--- src/rtl/alu_pkg.sv ---
// Shared ALU definitions: opcodes, flag bit positions
// and the issuer state encoding.
package alu_pkg;

  typedef enum logic [3:0] {
    OP_MOV = 4'd0,
    OP_CMP = 4'd1,
    OP_ADD = 4'd2,
    OP_SUB = 4'd3,
    OP_MUL = 4'd4,
    OP_DIV = 4'd5,
    OP_XOR = 4'd6,
    OP_AND = 4'd7,
    OP_NOT = 4'd8,
    OP_SHL = 4'd9,
    OP_SHR = 4'd10
  } op_e;

  localparam op_e OP_LAST = OP_SHR;

  localparam int FLG_N = 3;
  localparam int FLG_Z = 2;
  localparam int FLG_C = 1;
  localparam int FLG_V = 0;

  typedef enum logic [1:0] {
    S_IDLE  = 2'd0,
    S_ISSUE = 2'd1,
    S_RESP  = 2'd2
  } state_e;

endpackage

--- src/rtl/alu_issuer_rf.sv ---
// Operand register file: two async read ports,
// one sync write port, sync clear on rst.
module alu_issuer_rf #(
  parameter  int N    = 4,
  parameter  int REGS = 4,
  localparam int AW   = $clog2(REGS)
) (
  input  logic          clk,
  input  logic          rst,
  input  logic [AW-1:0] ra_addr,
  input  logic [AW-1:0] rb_addr,
  output logic [N-1:0]  ra_data,
  output logic [N-1:0]  rb_data,
  input  logic          we,
  input  logic [AW-1:0] wa,
  input  logic [N-1:0]  wd
);

  logic [N-1:0] regs [REGS];

  assign ra_data = regs[ra_addr];
  assign rb_data = regs[rb_addr];

  // Clear on reset, otherwise single-port write.
  always_ff @(posedge clk) begin
    if (rst) begin
      for (int i = 0; i < REGS; i++) regs[i] <= '0;
    end else if (we) begin
      regs[wa] <= wd;
    end
  end

endmodule

--- src/rtl/alu_issuer.sv ---
// Issues one command at a time to a combinational ALU,
// waits SETTLE cycles, captures and returns the result.
module alu_issuer
  import alu_pkg::*;
#(
  parameter  int N      = 4,
  parameter  int REGS   = 4,
  parameter  int SETTLE = 1,
  localparam int AW     = $clog2(REGS)
) (
  input  logic          clk,
  input  logic          rst,
  input  logic          cmd_valid,
  output logic          cmd_ready,
  input  logic [3:0]    cmd_op,
  input  logic [AW-1:0] cmd_rd,
  input  logic [AW-1:0] cmd_ra,
  input  logic [AW-1:0] cmd_rb,
  input  logic          cmd_use_imm,
  input  logic [N-1:0]  cmd_imm,
  output logic [N-1:0]  alu_a,
  output logic [N-1:0]  alu_b,
  output logic [3:0]    alu_select,
  input  logic [N-1:0]  alu_result,
  input  logic [3:0]    alu_flags,
  output logic          rsp_valid,
  input  logic          rsp_ready,
  output logic [N-1:0]  rsp_result,
  output logic [3:0]    rsp_flags,
  output logic          rsp_err,
  output logic          busy
);

  localparam int CW = (SETTLE > 1) ? $clog2(SETTLE) : 1;
  localparam logic [CW-1:0] CNT_LOAD = CW'(SETTLE - 1);

  state_e        state, state_nxt;
  logic [CW-1:0] cnt;
  logic [3:0]    op_q;
  logic [AW-1:0] rd_q;
  logic [N-1:0]  a_q, b_q;
  logic [N-1:0]  ra_data, rb_data;
  logic          accept, illegal, done, we;

  assign illegal = cmd_op > OP_LAST;
  assign accept  = cmd_valid && cmd_ready;
  assign done    = (state == S_ISSUE) && (cnt == '0);

  assign alu_a      = a_q;
  assign alu_b      = b_q;
  assign alu_select = op_q;

  alu_issuer_rf #(
    .N    (N),
    .REGS (REGS)
  ) u_rf (
    .clk     (clk),
    .rst     (rst),
    .ra_addr (cmd_ra),
    .rb_addr (cmd_rb),
    .ra_data (ra_data),
    .rb_data (rb_data),
    .we      (we),
    .wa      (rd_q),
    .wd      (alu_result)
  );

  // State register.
  always_ff @(posedge clk) begin
    if (rst) state <= S_IDLE;
    else     state <= state_nxt;
  end

  // Next-state: illegal ops bypass ISSUE.
  always_comb begin
    state_nxt = state;
    unique case (state)
      S_IDLE:
        if (accept) state_nxt = illegal ? S_RESP : S_ISSUE;
      S_ISSUE:
        if (cnt == '0) state_nxt = S_RESP;
      S_RESP:
        if (rsp_ready) state_nxt = S_IDLE;
      default:
        state_nxt = S_IDLE;
    endcase
  end

  // Handshake outputs and write-back enable.
  always_comb begin
    cmd_ready = (state == S_IDLE);
    rsp_valid = (state == S_RESP);
    busy      = (state != S_IDLE);
    we        = done && (op_q != OP_CMP);
  end

  // Operand latches, settle counter, response capture.
  always_ff @(posedge clk) begin
    if (rst) begin
      op_q       <= OP_MOV;
      rd_q       <= '0;
      a_q        <= '0;
      b_q        <= '0;
      cnt        <= '0;
      rsp_result <= '0;
      rsp_flags  <= '0;
      rsp_err    <= 1'b0;
    end else begin
      if (accept) begin
        rd_q <= cmd_rd;
        cnt  <= CNT_LOAD;
        if (illegal) begin
          rsp_result <= '0;
          rsp_flags  <= '0;
          rsp_err    <= 1'b1;
        end else begin
          op_q <= cmd_op;
          a_q  <= ra_data;
          b_q  <= cmd_use_imm ? cmd_imm : rb_data;
        end
      end
      if (state == S_ISSUE) begin
        if (cnt != '0) begin
          cnt <= cnt - 1'b1;
        end else begin
          rsp_result <= alu_result;
          rsp_flags  <= alu_flags;
          rsp_err    <= 1'b0;
        end
      end
    end
  end

endmodule

--- config.mk ---
export PLATFORM = sky130hd
export DESIGN_NAME = alu_issuer
export DESIGN_NICKNAME = d
export VERILOG_FILES = /design/src/rtl/alu_pkg.sv /design/src/rtl/alu_issuer_rf.sv /design/src/rtl/alu_issuer.sv
export SDC_FILE = /design/constraint.sdc
export NUM_CORES = 1
export LEC_CHECK = 0
export CORE_ASPECT_RATIO = 0.8
export CORE_MARGIN = 4
export CORE_UTILIZATION = 40
export CTS_CLUSTER_DIAMETER = 200
export CTS_CLUSTER_SIZE = 14
export DETAILED_ROUTE_END_ITERATION = 7
export PLACE_DENSITY = 0.67
export SETUP_SLACK_MARGIN = 0.1
export SLEW_MARGIN = 40
export SYNTH_ARGS = -nofsm -noshare
export SYNTH_HDL_FRONTEND = slang
export SYNTH_SLANG_ARGS = --single-unit
--- constraint.sdc ---
create_clock -name clk -period 2.3 [get_ports clk]
set_input_delay 0.69 -clock clk [delete_from_list [all_inputs] [get_ports clk]]
set_output_delay 0.69 -clock clk [all_outputs]
set_load 0.01 [all_outputs]
* Word-level counts from Yosys, hierarchy flattened
Memories as Yosys holds them, arrays and structs flattened. A register that Yosys moved wholly into a read port is not among the register bits. Index checks and enable logic that the tools add are counted.
Storage, ports and cells: output and inout bits 24, input bits 27, bits in writable memories 16, register bits 22, memories 1, logic and storage cells 56
Memory list:
- u_rf.regs | words 4, width 4, read ports 2, clocked after memory_dff 1, write ports 4, line alu_issuer_rf.sv:19 | logic [N-1:0] regs [REGS];
Operators by class: reduce and logical (&&, ||, !) cells 8, eq/ne operators 6, magnitude comparators 1, mux-type cells 29, $add $sub $neg 1, bitwise operators 2
Operator list (count):
- 2-to-1 mux 4 bit | 10
- 2-to-1 mux 1 bit | 13
- 2-to-1 mux 2 bit | 5
- one-hot mux 2 bit (3 select lines) | 1
- > comparator 4 bit (second input constant) | 1
- inequality test 2 x 1 -> 1 bit (second input constant) | 2
- inequality test 4 x 1 -> 1 bit (second input constant) | 1
- OR reduction 4 bit | 1
- logical AND 1 bit | 3
- AND reduction 3 bit | 1
- == test 2 x 1 -> 1 bit (second input constant) | 1
- == test 2 bit (second input constant) | 1
- logical NOT 2 bit | 1
- inequality test 2 bit (second input constant) | 1
- NOT 1 bit | 2
- AND reduction 2 bit | 1
- nonzero test 2 bit | 1
- subtractor 1 bit (second input constant) | 1

* Longest topological paths before layout
depth in word-level cells 8, gate-level depth with buffers 5, mapped depth without buffers 3

* Modules after synthesis
Synthesis repeated with hierarchy kept, for this count alone.
Second synthesis, totals: cells, all modules 160, area, all modules 2040.7 µm²
By module, submodules not included:
- alu_issuer | area each 1161.1 µm², instances 1, cells each 110
- alu_issuer_rf | area each 879.6 µm², instances 1, cells each 50

* Least setup slack after synthesis
No wires, ideal clock.
path kind input -> register, start in cmd_rb[0], end reg b_q[0], in the netlist alu_b[0], library setup time 127 ps, cell stages on the path 4, path buffers 1, slack 480 ps, required time 2173 ps, arrival time 1693 ps, path through clkbuf_1 > mux2_2 > a222oi_1 > a21oi_1
Between the ends: longest elaborated chain between the ends 2
RTL lines:
- start: declaration | line alu_issuer.sv:18 | input logic [AW-1:0] cmd_rb,
- memory (4 x 4 bit)
- 2-to-1 mux 4 bit | line alu_issuer.sv:119 | b_q <= cmd_use_imm ? cmd_imm : rb_data;
- end signal: assignment | line alu_issuer.sv:119
- end: declaration | line alu_issuer.sv:41 | logic [N-1:0] a_q, b_q;
Every way passes these cells. A chain may end at the register's enable or synchronous reset.

* Worst setup path after layout
start reg state[1], end out rsp_valid
Between the ends: longest elaborated chain between the ends 1
RTL lines:
- start: declaration | line alu_issuer.sv:37 | state_e state, state_nxt;
- start signal: assignment | line alu_issuer.sv:71 | else state <= state_nxt;
- == test 2 bit | line alu_issuer.sv:92 | rsp_valid = (state == S_RESP);
- end: declaration | line alu_issuer.sv:26 | output logic rsp_valid,
Every way passes these cells.

==> flow_summary.yaml <==
run_status:
  status: "finished, final reports clean"
worst_setup_path:
  required_ns: 1.61
  r2r_cells: 3
  cp.arrival_ns: 1.43
  crit_path_end_kind: "output pin"
  cp-start-kind: "flop"
  cp_max_fo: 10
  setup.worst_path.class: "reg -> out"
sta:
  setup_violations: 0
  fin_crit_ns: 2.12
  skew_ns: 0.00690
  hold_violations: 0
  worst_slew_pin_slew_ns: 0.518
  rsz0062_at_grt: "false"
  fmax_mhz: 472
  maxSlewViolCount: 0
  hold_ws_ns: 0.486
  fin_crit_sh_pct: 92.2
  tns_ns: 0
  relSlewSlack_pct: 65.1
power_and_ir_drop:
  pwr_density_cell_mw_per_mm2: 635
  ir_worst_vdd_uv: 347
  power_leakage_nw: 1.00
cells_and_area:
  instances_no_fill: 312
  utilization_pct: 57.8
  n_antenna_cell: 0
  syn2layout_area_growth_pct: 35.6
  multi_input_area_um2: 936
  drive_above_1_share_pct: 15.9
  nNetsFinal: 278
  regArea_mm2: 0.00100
  nFillCells: 414
floorplanning:
  die_area_mm2: 0.00622
  dieHeight_um: 71.3
  die_w_um: 87.2
  ios: 51
  initial_core_util_pct: 42.6
  rows: 22
  core-area_mm2: 0.00471
global_routing:
  grt_use_met2_pct: 22.5
  top_usage_layer: "met1"
  grt_pass1_wl_um: 8130
  grt_util_met3_pct: 4.71
  grt_max_degree: 19
  grt_pass1_vias: 1612
  grtUsageMet1_pct: 25.6
  grt_remaining_overflow: 0
  antenna_found_initial: 0
  grt_usage_pct: 16.8
routing:
  via_per_inst: 5.37
  drt_iter0_drc: 128
  ant_nets: 0
  drc: 0
  drtPass1Iterations: 4
  routed_wl_um: 4980
  vias: 1675
  wl_per_cell_um: 16.0
placed_design:
  placed_cells: 304
  gp_congestion: 0.829
  portBuffers: 50
  hpwl_um: 3710
min_path:
  worstHoldPathCells: 2
  hold_class: "reg -> reg"
clock_tree:
  path_clk_slew_ns: 0.08
  cts_root_buf: "clkbuf_8"
  cts_buffers: 5
  cts_sinks: 42
  clk_latency_ns: 0.30
  cts_buffer_depth: 2
  cts.htree.levels: 2
  tritoncts: "done"
  holdBufCountCts: 0
synth:
  synth_fp_nets: 221
  synthFlopType: "dfxtp_1"
  ys_async_sr_fraction_pct: 0
  ys_ff_latch: 42
  ys_warn_count: 0
  post_synth.cell_area_avg_um2: 10.3
  synth_area_mm2: 0.00201
  yosysSeqAreaShare_pct: 49.9
  synth-edff-count: 16
  syn-instance-count: 194
  synth.distinct_cells: 38
flow_run:
  maxCapViolCount: 0
==> kinds of logic (layout without fill, tap and decap cells) <==
kind of cell / after synthesis / in the layout / share of synthesized area (%)
AND/OR/NAND/NOR: 81 / 81 / 20.5
AO/OA/AOI/OAI: 43 / 43 / 16.1
buffers and inverters: 14 / 72 / 3.56
flip-flops: 42 / 42 / 49.9
multiplexers: 14 / 14 / 9.98
==> layer usage <==
| metal | up-vias | share of wire (%) |
|---|---|---|
| met5 | - | 0 |
| met4 | 0 | 1.2 |
| met3 | 6 | 7.5 |
| met2 | 55 | 40 |
| met1 | 774 | 51 |
| li1 | 840 | - |
==> cell usage in the layout, fill, tap and decap left out, drive strengths merged, types with 6 or more instances in the layout <==
cell type      instances
clkdlybuf4s50         50
dfxtp                 26
nand2                 25
nor2                  21
edfxtp                16
a21oi                 15
nand3                 14
buf                   11
mux2                   8
clkbuf                 8
nor2b                  6
==> final cells by class <==
class	instances	share of cell area (%)
tap	60	2.76
inverter	3	0.414
sequential	42	36.9
multi-input combinational	138	34.4
timing repair buffer	61	21.4
clock buffer	8	4.09
==> sequential cells by signal, indices dropped and copies added (netlist names) <==
signal / cells
cnt: 1
alu_select: 4
state: 2
alu_b: 4
u_rf.regs: 16
rsp_result: 4
rsp_flags: 4
alu_a: 4
rsp_err: 1
rd_q: 2
==> report_power, final <==
group | internal [mW] | leakage (nW) | switching, mW
Combinational | 0.170 | 0.568 | 0.142
Clock | 0.310 | 0.0566 | 0.255
Sequential | 0.814 | 0.379 | 0.0353
Total | 1.29 | 1.00 | 0.432
==> worst max-delay path: stages (launching register included) <==
cell             delay (ns)
dfxtp_2                0.44
nor2b_1                0.16
clkdlybuf4s50_1        0.54
==> Yosys cell counts (all sizes together), types with 2 or more instances <==
| cell | number | area, um^2 |
|---|---|---|
| o211a | 2 | 20.0 |
| o22ai | 4 | 25.0 |
| edfxtp | 16 | 480 |
| mux4 | 4 | 90.1 |
| o211ai | 4 | 30.0 |
| nand2b | 4 | 25.0 |
| o21ai | 3 | 15.0 |
| mux2i | 2 | 20.0 |
| mux2 | 8 | 90.1 |
| o221ai | 4 | 35.0 |
| a222oi | 4 | 40.0 |
| nor2 | 21 | 78.8 |
| nand2 | 25 | 93.8 |
| clkbuf | 6 | 22.5 |
| nand4b | 2 | 17.5 |
| o311ai | 4 | 42.6 |
| nor2b | 6 | 37.5 |
| nor3b | 2 | 25.0 |
| dfxtp | 26 | 521 |
| or3b | 2 | 20.0 |
| a21oi | 15 | 86.3 |
| nand3 | 14 | 70.1 |
| inv | 2 | 7.51 |
| buf | 5 | 37.5 |
==> through the flow <==
stage               setup WS, ns  total power [mW]  area [um^2]
finish                     0.180              1.73         2720
CTS                        0.161              1.74         2720
global route               0.112              1.81         2720
global placement          0.0425              1.18         2600
detailed placement        0.0101              1.18         2600
floorplan                  0.480              1.02         2010
==> worst paths after layout <==
path	end	start	slack [ns]
setup / recovery	rsp_valid	state[1]	0.18
hold reg to reg	rsp_result[2]	rsp_result[2]	0.49
hold / removal	rsp_result[2]	rsp_result[2]	0.49
setup reg to reg	u_rf.regs[3][1]	state[0]	0.56
==> what timing repair did <==
item / CTS / global route
setup buffers: 0 / 0
gates resized for setup: 2 / 1
setup endpoints to repair: 2 / 2
(Power assumes the default switching activity.)
